**config.mk**
```make
export PLATFORM = sky130hd
export DESIGN_NAME = cnn2_act_fetch
export DESIGN_NICKNAME = d
export VERILOG_FILES = /design/src/rtl/cnn2_act_fetch.sv
export SDC_FILE = /design/constraint.sdc
export NUM_CORES = 1
export LEC_CHECK = 0
export ABC_AREA = 1
export CAP_MARGIN = 0
export CORE_MARGIN = 2
export CORE_UTILIZATION = 58
export DETAILED_ROUTE_END_ITERATION = 7
export GPL_ROUTABILITY_DRIVEN = 0
export PLACE_DENSITY = 0.86
export SYNTH_ARGS = -nofsm -noshare
export SYNTH_HDL_FRONTEND = slang
export SYNTH_SLANG_ARGS = --single-unit
```
**constraint.sdc**
```tcl
create_clock -name clk -period 5.4 [get_ports clk]
set_clock_uncertainty 0.05 [all_clocks]
set_input_delay 0.81 -clock clk [delete_from_list [all_inputs] [get_ports clk]]
set_output_delay 0.81 -clock clk [all_outputs]
set_load 0.01 [all_outputs]
```
**src/rtl/cnn2_act_fetch.sv**
```systemverilog
// cnn2_act_fetch: read-side engine for the layer-1 -> layer-2 activation buffer.
//
// Waits until layer 1 has committed enough samples, walks the 4-channel buffer in
// 1-D sliding-window order (KLEN taps per output position, STRIDE between positions),
// absorbs the buffer's 1-cycle read latency and streams scaled activations to layer 2.
//
// Ports:
//   clk                 single clock, rising edge
//   global_rst          asynchronous active-low reset
//   start               begins one full pass (ignored unless idle)
//   wr_count            samples committed by layer 1 (monotonic during a pass)
//   rd_en / rd_addr     buffer read strobe / address
//   rd_data0..3         buffer read data, valid one cycle after rd_en
//   act0..3             activation = {rd_dataN, 9'b0}
//   act_valid/act_ready beat handshake; act_tap / act_pos tag each beat with (k, p)
//   busy                high from start acceptance until done
//   done                one-cycle pulse after the last beat is accepted
module cnn2_act_fetch #(
  parameter int unsigned ADDR_W  = 12,
  parameter int unsigned DATA_W  = 8,
  parameter int unsigned MAP_LEN = 2500,
  parameter int unsigned KLEN    = 3,
  parameter int unsigned STRIDE  = 1
) (
  input  logic              clk,
  input  logic              global_rst,
  input  logic              start,
  input  logic [ADDR_W-1:0] wr_count,
  output logic              rd_en,
  output logic [ADDR_W-1:0] rd_addr,
  input  logic [DATA_W-1:0] rd_data0,
  input  logic [DATA_W-1:0] rd_data1,
  input  logic [DATA_W-1:0] rd_data2,
  input  logic [DATA_W-1:0] rd_data3,
  output logic [DATA_W+8:0] act0,
  output logic [DATA_W+8:0] act1,
  output logic [DATA_W+8:0] act2,
  output logic [DATA_W+8:0] act3,
  output logic              act_valid,
  input  logic              act_ready,
  output logic [3:0]        act_tap,
  output logic [ADDR_W-1:0] act_pos,
  output logic              busy,
  output logic              done
);

  localparam int OUT_LEN = (int'(MAP_LEN) - int'(KLEN)) / int'(STRIDE) + 1;

  if (STRIDE < 1 || KLEN < 1 || KLEN > 16 || MAP_LEN < KLEN || OUT_LEN < 1 ||
      MAP_LEN > (1 << ADDR_W)) begin : g_bad_cfg
    $error("cnn2_act_fetch: illegal MAP_LEN/KLEN/STRIDE/ADDR_W combination");
  end

  localparam logic [ADDR_W-1:0] StrideA = ADDR_W'(STRIDE);
  localparam logic [ADDR_W-1:0] LastP   = ADDR_W'(OUT_LEN - 1);
  localparam logic [3:0]        LastK   = 4'(KLEN - 1);
  // FIFO entry: {d3, d2, d1, d0, k, p}
  localparam int unsigned EntW = 4 * DATA_W + 4 + ADDR_W;

  typedef enum logic [1:0] {StIdle, StFetch, StDrain, StDone} state_e;

  state_e state_q, state_d;

  // Window walk: a_q = base_q + k_q is kept incrementally, base_q = p_q * STRIDE.
  logic [ADDR_W-1:0] p_q, p_d;
  logic [3:0]        k_q, k_d;
  logic [ADDR_W-1:0] base_q, base_d;
  logic [ADDR_W-1:0] a_q, a_d;
  logic [ADDR_W-1:0] rd_addr_q, rd_addr_d;

  // One read in flight at most per cycle; its tags ride along until the data returns.
  logic              pend_q;
  logic [3:0]        pend_k_q;
  logic [ADDR_W-1:0] pend_p_q;

  logic [EntW-1:0]   mem_q [2];
  logic [1:0]        fifo_cnt_q, fifo_cnt_d;
  logic              rd_ptr_q, wr_ptr_q;

  logic              issue, last_issue;
  logic              pop, bypass, push_store, pop_store;
  logic [EntW-1:0]   ret_entry, head;

  // Credit counts stored entries plus the read whose data is on rd_data now.
  assign issue      = (state_q == StFetch) && (a_q < wr_count) &&
                      ((fifo_cnt_q + {1'b0, pend_q}) < 2'd2);
  assign last_issue = issue && (p_q == LastP) && (k_q == LastK);

  // ---------------------------------------------------------------------------
  // FSM: state register
  always_ff @(posedge clk or negedge global_rst) begin
    if (!global_rst) begin
      state_q <= StIdle;
    end else begin
      state_q <= state_d;
    end
  end

  // FSM: next state
  always_comb begin
    state_d = state_q;
    unique case (state_q)
      StIdle:  if (start) state_d = StFetch;
      StFetch: if (last_issue) state_d = StDrain;
      StDrain: if ((fifo_cnt_q == 2'd0) && !pend_q) state_d = StDone;
      StDone:  state_d = StIdle;
      default: state_d = StIdle;
    endcase
  end

  // FSM: outputs
  always_comb begin
    rd_en   = issue;
    rd_addr = issue ? a_q : rd_addr_q;
    busy    = (state_q != StIdle);
    done    = (state_q == StDone);
  end

  // ---------------------------------------------------------------------------
  // Address walk
  always_comb begin
    p_d       = p_q;
    k_d       = k_q;
    base_d    = base_q;
    a_d       = a_q;
    rd_addr_d = rd_addr_q;
    if ((state_q == StIdle) && start) begin
      p_d    = '0;
      k_d    = '0;
      base_d = '0;
      a_d    = '0;
    end else if (issue) begin
      rd_addr_d = a_q;
      if (k_q == LastK) begin
        k_d    = '0;
        p_d    = p_q + 1'b1;
        base_d = base_q + StrideA;
        a_d    = base_q + StrideA;
      end else begin
        k_d = k_q + 4'd1;
        a_d = a_q + 1'b1;
      end
    end
  end

  always_ff @(posedge clk or negedge global_rst) begin
    if (!global_rst) begin
      p_q       <= '0;
      k_q       <= '0;
      base_q    <= '0;
      a_q       <= '0;
      rd_addr_q <= '0;
      pend_q    <= 1'b0;
      pend_k_q  <= '0;
      pend_p_q  <= '0;
    end else begin
      p_q       <= p_d;
      k_q       <= k_d;
      base_q    <= base_d;
      a_q       <= a_d;
      rd_addr_q <= rd_addr_d;
      pend_q    <= issue;
      if (issue) begin
        pend_k_q <= k_q;
        pend_p_q <= p_q;
      end
    end
  end

  // ---------------------------------------------------------------------------
  // Return path / 2-entry skid FIFO. Returning data counts as a FIFO entry in the
  // cycle it arrives; when the FIFO is empty it is presented directly and only
  // stored if layer 2 does not take it.
  assign ret_entry  = {rd_data3, rd_data2, rd_data1, rd_data0, pend_k_q, pend_p_q};
  assign act_valid  = (fifo_cnt_q != 2'd0) || pend_q;
  assign pop        = act_valid && act_ready;
  assign bypass     = (fifo_cnt_q == 2'd0) && pend_q && pop;
  assign push_store = pend_q && !bypass;
  assign pop_store  = pop && !bypass;
  assign fifo_cnt_d = fifo_cnt_q + {1'b0, push_store} - {1'b0, pop_store};

  always_comb begin
    head = '0;
    if (fifo_cnt_q != 2'd0) begin
      head = mem_q[rd_ptr_q];
    end else if (pend_q) begin
      head = ret_entry;
    end
  end

  always_ff @(posedge clk or negedge global_rst) begin
    if (!global_rst) begin
      mem_q[0]   <= '0;
      mem_q[1]   <= '0;
      fifo_cnt_q <= '0;
      rd_ptr_q   <= 1'b0;
      wr_ptr_q   <= 1'b0;
    end else begin
      if (push_store) begin
        mem_q[wr_ptr_q] <= ret_entry;
      end
      fifo_cnt_q <= fifo_cnt_d;
      wr_ptr_q   <= wr_ptr_q ^ push_store;
      rd_ptr_q   <= rd_ptr_q ^ pop_store;
    end
  end

  assign act_pos = head[ADDR_W-1:0];
  assign act_tap = head[ADDR_W+3:ADDR_W];
  assign act0    = {head[ADDR_W+4+0*DATA_W +: DATA_W], 9'b0};
  assign act1    = {head[ADDR_W+4+1*DATA_W +: DATA_W], 9'b0};
  assign act2    = {head[ADDR_W+4+2*DATA_W +: DATA_W], 9'b0};
  assign act3    = {head[ADDR_W+4+3*DATA_W +: DATA_W], 9'b0};

endmodule

```
Yosys cells after proc, flatten, opt, wreduce, memory -nomap -nowiden
Index checks and enable logic that the tools add are counted.
{"block": "totals", "regBits": 171, "input_bits": 48, "out_inout_bits": 100, "word_cells": 86}
{"block": "op_classes", "addsub": 7, "magnitude_cmp": 5, "eq_ne": 8, "n_mux": 25, "bitwise": 4, "reduce_logical": 23}
{"cell": "$mux 48", "n": 6}
{"cell": "$mux 12", "n": 10}
{"cell": "$bwmux 96", "n": 1}
{"cell": "$demux 48 s1", "n": 1}
{"cell": "$add 12x1->12 const B", "n": 3}
{"cell": "$eq 12x12->1 const B", "n": 1}
{"cell": "$logic_and 1x1->1", "n": 12}
{"cell": "$lt 12x12->1", "n": 1}
{"cell": "$mux 4", "n": 3}
{"cell": "$pmux 2 s4", "n": 1}
{"cell": "$reduce_bool 2->1", "n": 4}
{"cell": "$mux 2", "n": 3}
{"cell": "$ne 2x2->1 const B", "n": 3}
{"cell": "$add 2x1->2", "n": 2}
{"cell": "$add 4x1->4 const B", "n": 1}
{"cell": "$eq 2x2->1 const B", "n": 2}
{"cell": "$eq 4x2->1 const B", "n": 1}
{"cell": "$ge 2x2->1 const B", "n": 2}
{"cell": "$logic_not 2->1", "n": 2}
{"cell": "$not 1->2", "n": 2}
{"cell": "$reduce_and 3->1", "n": 1}
{"cell": "$eq 2x1->1 const B", "n": 1}
{"cell": "$logic_not 1->1", "n": 2}
{"cell": "$lt 2x1->1 const B", "n": 1}
{"cell": "other kinds (5)", "n": 6}

Logic depth before layout (Yosys ltp)
{"block": "logic_depth", "depth_word": 8, "ltp_mapped": 15, "mapped_depth_nobuf": 15}

Least setup slack after synthesis
Ideal clock, no wire load.
{"block": "synth_path", "kind": "input to output", "startpoint": "input port wr_count[11]", "endpoint": "output port rd_addr[9]", "arrival_ns": 2.113, "t_required_ns": 4.540, "path_slack_ns": 2.427, "path_stages": 11, "n_path_buf": 2, "path_cell_list": "inv_1 > ha_1 > a211oi_2 > nand3_1 > nor2_2 > nand2_4 > buf_6 > inv_4 > buf_6 > nand2_2 > nand2_1"}
{"block": "synth_via", "elab_chain_len": 4}
{"item": "start: declaration", "line": "28", "rtl": "input logic [ADDR_W-1:0] wr_count,"}
{"item": "$lt 12x12->1", "line": "85", "rtl": "assign issue = (state_q == StFetch) && (a_q < wr_count) &&"}
{"item": "$logic_and 1x1->1 (2 in series)", "line": "85"}
{"item": "net rd_en", "line": "29", "rtl": "output logic rd_en,"}
{"item": "$mux 12", "line": "114", "rtl": "rd_addr = issue ? a_q : rd_addr_q;"}
{"item": "end: declaration", "line": "30", "rtl": "output logic [ADDR_W-1:0] rd_addr,"}
The timed path passes the listed nets, and every way through them passes these cells.

Final worst setup path
{"block": "layout_path", "startpoint": "input port wr_count[5]", "endpoint": "output port rd_addr[9]"}
{"block": "layout_via", "elab_chain_len": 4}
{"item": "$lt 12x12->1", "line": "85"}
{"item": "$logic_and 1x1->1 (2 in series)", "line": "85"}
{"item": "$mux 12", "line": "114"}
No other way between the ends.

==> flow_metrics.env <==
export IMPL_grt_ovfl_total=0
export IMPL_rsz0062_at_grt="false"
export IMPL_drt_first_pass_iters=5
export IMPL_synth_top_family_by_area="simple AND/OR/NAND/NOR gates"
export IMPL_syn2layout_area_growth_pct=18.3
export IMPL_cp_arrival_ps=3470
export IMPL_hold_violations=0
export IMPL_reg2reg_from="pend_q"
export IMPL_synth_cell_types=38
export IMPL_yosys_most_used_dff="dfrtp_1"
export IMPL_final_cell_mix="dfrtp_1, nand2_1, nor2_1"
export IMPL_final_common_cell="dfrtp_1"
export IMPL_hold_path_class="in2async"
export IMPL_fin_cells=1293
export IMPL_yosys_top_cells_area="dfrtp_1, mux2_2, nand2_1"
export IMPL_cts_resized=0
export IMPL_grt_util_all_layers=0.255
export IMPL_synth_async_reset_ratio=1.00
export IMPL_start_kind="input pin"
export IMPL_tns_ps=0
export IMPL_drive_gt1_frac=0.155
export IMPL_status="finished clean"
export IMPL_clockRootBuffer="clkbuf_16"
export IMPL_irDropWorstVdd_mv=0.307
export IMPL_end_kind="primary output"
export IMPL_core_um2=15300
export IMPL_dieArea_um2=16700
export IMPL_reg2reg_depth=10
export IMPL_htreeDepth=4
export IMPL_cts_buffer_depth=2
export IMPL_synthAdderAreaFrac=0.0357
export IMPL_fp_dieW_um=129
export IMPL_cts_hold_fix_buffers=0
export IMPL_wirelength_um=20800
export IMPL_cts_buffers_inserted=17
export IMPL_ys_seq_elements=171
export IMPL_crit_path_max_fanout=59
export IMPL_cts_sinks=171
export IMPL_power_leakage_nw=4.81
export IMPL_synth_compound_area_frac=0.101
export IMPL_placementRows=45
export IMPL_grt_pass1_vias=6994
export IMPL_clkTransAtPathRegs_ps=60
export IMPL_syn_inst=982
export IMPL_remaining_drc_errors=0
export IMPL_maxSlewHeadroom=0.367
export IMPL_final_antenna_net_count=0
export IMPL_synth_avg_cell_area_um2=9.28
export IMPL_synth_edf_count=0
export IMPL_ioPinCount=148
export IMPL_powerDensity_nw_per_um2=583
export IMPL_maxCapViolations=0
export IMPL_cts_tree="built"
export IMPL_n_antenna_cell=0
export IMPL_insertion_delay_ps=430
export IMPL_drt_iter0_drc=625
export IMPL_cts_setup_buffers=0
export IMPL_fin_crit_sh=0.801
export IMPL_antenna_found_initial=0
export IMPL_die_h_um=129
export IMPL_muxShareOfSynthArea=0.119
export IMPL_min_period_ps=4330
export IMPL_portBuffers=111
export IMPL_syn_area_um2=9110
export IMPL_synth_top_area_share=0.469
export IMPL_synth_simple_area_share=0.174
export IMPL_initial_core_util=0.597
export IMPL_nNetsFinal=1144
export IMPL_cp_required_ps=4540
export IMPL_yosys_warnings=0
export IMPL_setup_viol=0
export IMPL_timing_rr_end="p_q[4]"
export IMPL_grt_pass1_wl_um=34100
export IMPL_grt_max_degree=100
export IMPL_num_vias=7211
export IMPL_ff2ff_setup_slack_ps=2130
export IMPL_wl_per_cell_um=16.1
export IMPL_slew_violations=0
export IMPL_ys_seq_area_frac=0.469
export IMPL_vias_per_cell=5.58
export IMPL_dpl_cell_count=1262
export IMPL_crit_type="in2out"
export IMPL_fillers=1123
export IMPL_dp_hpwl_um=13600
export IMPL_fmax_ghz=0.231
export IMPL_synth_xor_area_frac=0.0154
export IMPL_yosysTopAreaCell="dfrtp_1"
export IMPL_worst_pin_slew_ps=950
## power by group
group | leakage [nW] | switching [mW] | internal, mW | total [mW]
logic | 2.31 | 1.56 | 1.41 | 2.97
registers | 2.21 | 0.327 | 1.78 | 2.10
clock network | 0.281 | 0.496 | 0.718 | 1.21
total | 4.81 | 2.38 | 3.91 | 6.29
## registers in the layout (all words and copies together), names as in the netlist
register / count
p_q: 12
pend_k_q: 4
rd_ptr_q: 1
base_q: 12
mem_q: 96
k_q: 4
a_q: 12
rd_addr_q: 12
state_q: 2
fifo_cnt_q: 2
wr_ptr_q: 1
pend_q: 1
pend_p_q: 12
## critical path, stage by stage
cell             delay (ps)
clkdlybuf4s50_1         450
inv_1                    40
ha_1                    290
a21oi_1                 130
nor2_1                   50
nor3_1                  140
nand2_1                 100
nand2_2                  90
nand2_4                 310
inv_4                   310
nand2_2                  90
nand2_1                  70
clkdlybuf4s50_1         530
## synthesized netlist by cell type, drive strengths merged (16+ instances only)
cell,instances
buf,56
clkbuf,30
dfrtp,171
ha,26
inv,70
mux2,96
nand2,157
nand3,68
nand4,16
nor2,120
o21ai,73
o31ai,48
## stage by stage
step                      worst slack [ps]   util  power (mW)  hold slack [ps]  cell area (um^2)
after floorplan                       2430      -        3.91              400              9250
after global placement                1140  0.668        4.96              414             10200
after detailed placement              1090  0.668        5.07              418             10200
after CTS                             1080  0.706        6.31              305             10800
after global routing                   849  0.706        6.69              330             10800
final                                 1070  0.706        6.29              290             10800
## cell type report
class                      instances  area (um^2)  area share
sequential                       171         4280       0.397
multi-input combinational        690         4200       0.390
timing repair buffer             120         1180       0.109
clock buffer                      22          474      0.0440
inverter                          70          265      0.0246
tap                              211          264      0.0245
clock inverter                     9          113      0.0104
## logic make-up (layout without fill, tap and decap cells)
group / count (synthesis) / count (layout)
AOI/OAI and AO/OA: 145 / 145
adders and majority gates: 26 / 26
DFF: 171 / 171
xor gates and xnor gates: 16 / 16
and+or+nand+nor: 371 / 371
other: 1 / 36
buffers and inverters: 156 / 221
muxes: 96 / 96
## routing by layer
| metal | GRT usage | routed length, um |
|---|---|---|
| met1 | 0.343 | 8840 |
| met2 | 0.416 | 10300 |
| met3 | 0.0446 | 1250 |
| met4 | 0.100 | 421 |
| met5 | 0 | 0 |
## how the worst max path moves through the flow
stage                  endpoint         start  slack (ps)  cells after the start
floorplan            rd_addr[9]  wr_count[11]        2430                     11
global placement    rd_addr[10]   wr_count[5]        1140                     13
detailed placement   rd_addr[9]  wr_count[11]        1090                     11
CTS                  rd_addr[9]  wr_count[11]        1080                     11
global route         rd_addr[9]   wr_count[5]         850                     13
finish               rd_addr[9]   wr_count[5]        1070                     13
Power figures use the tool's default switching activity.
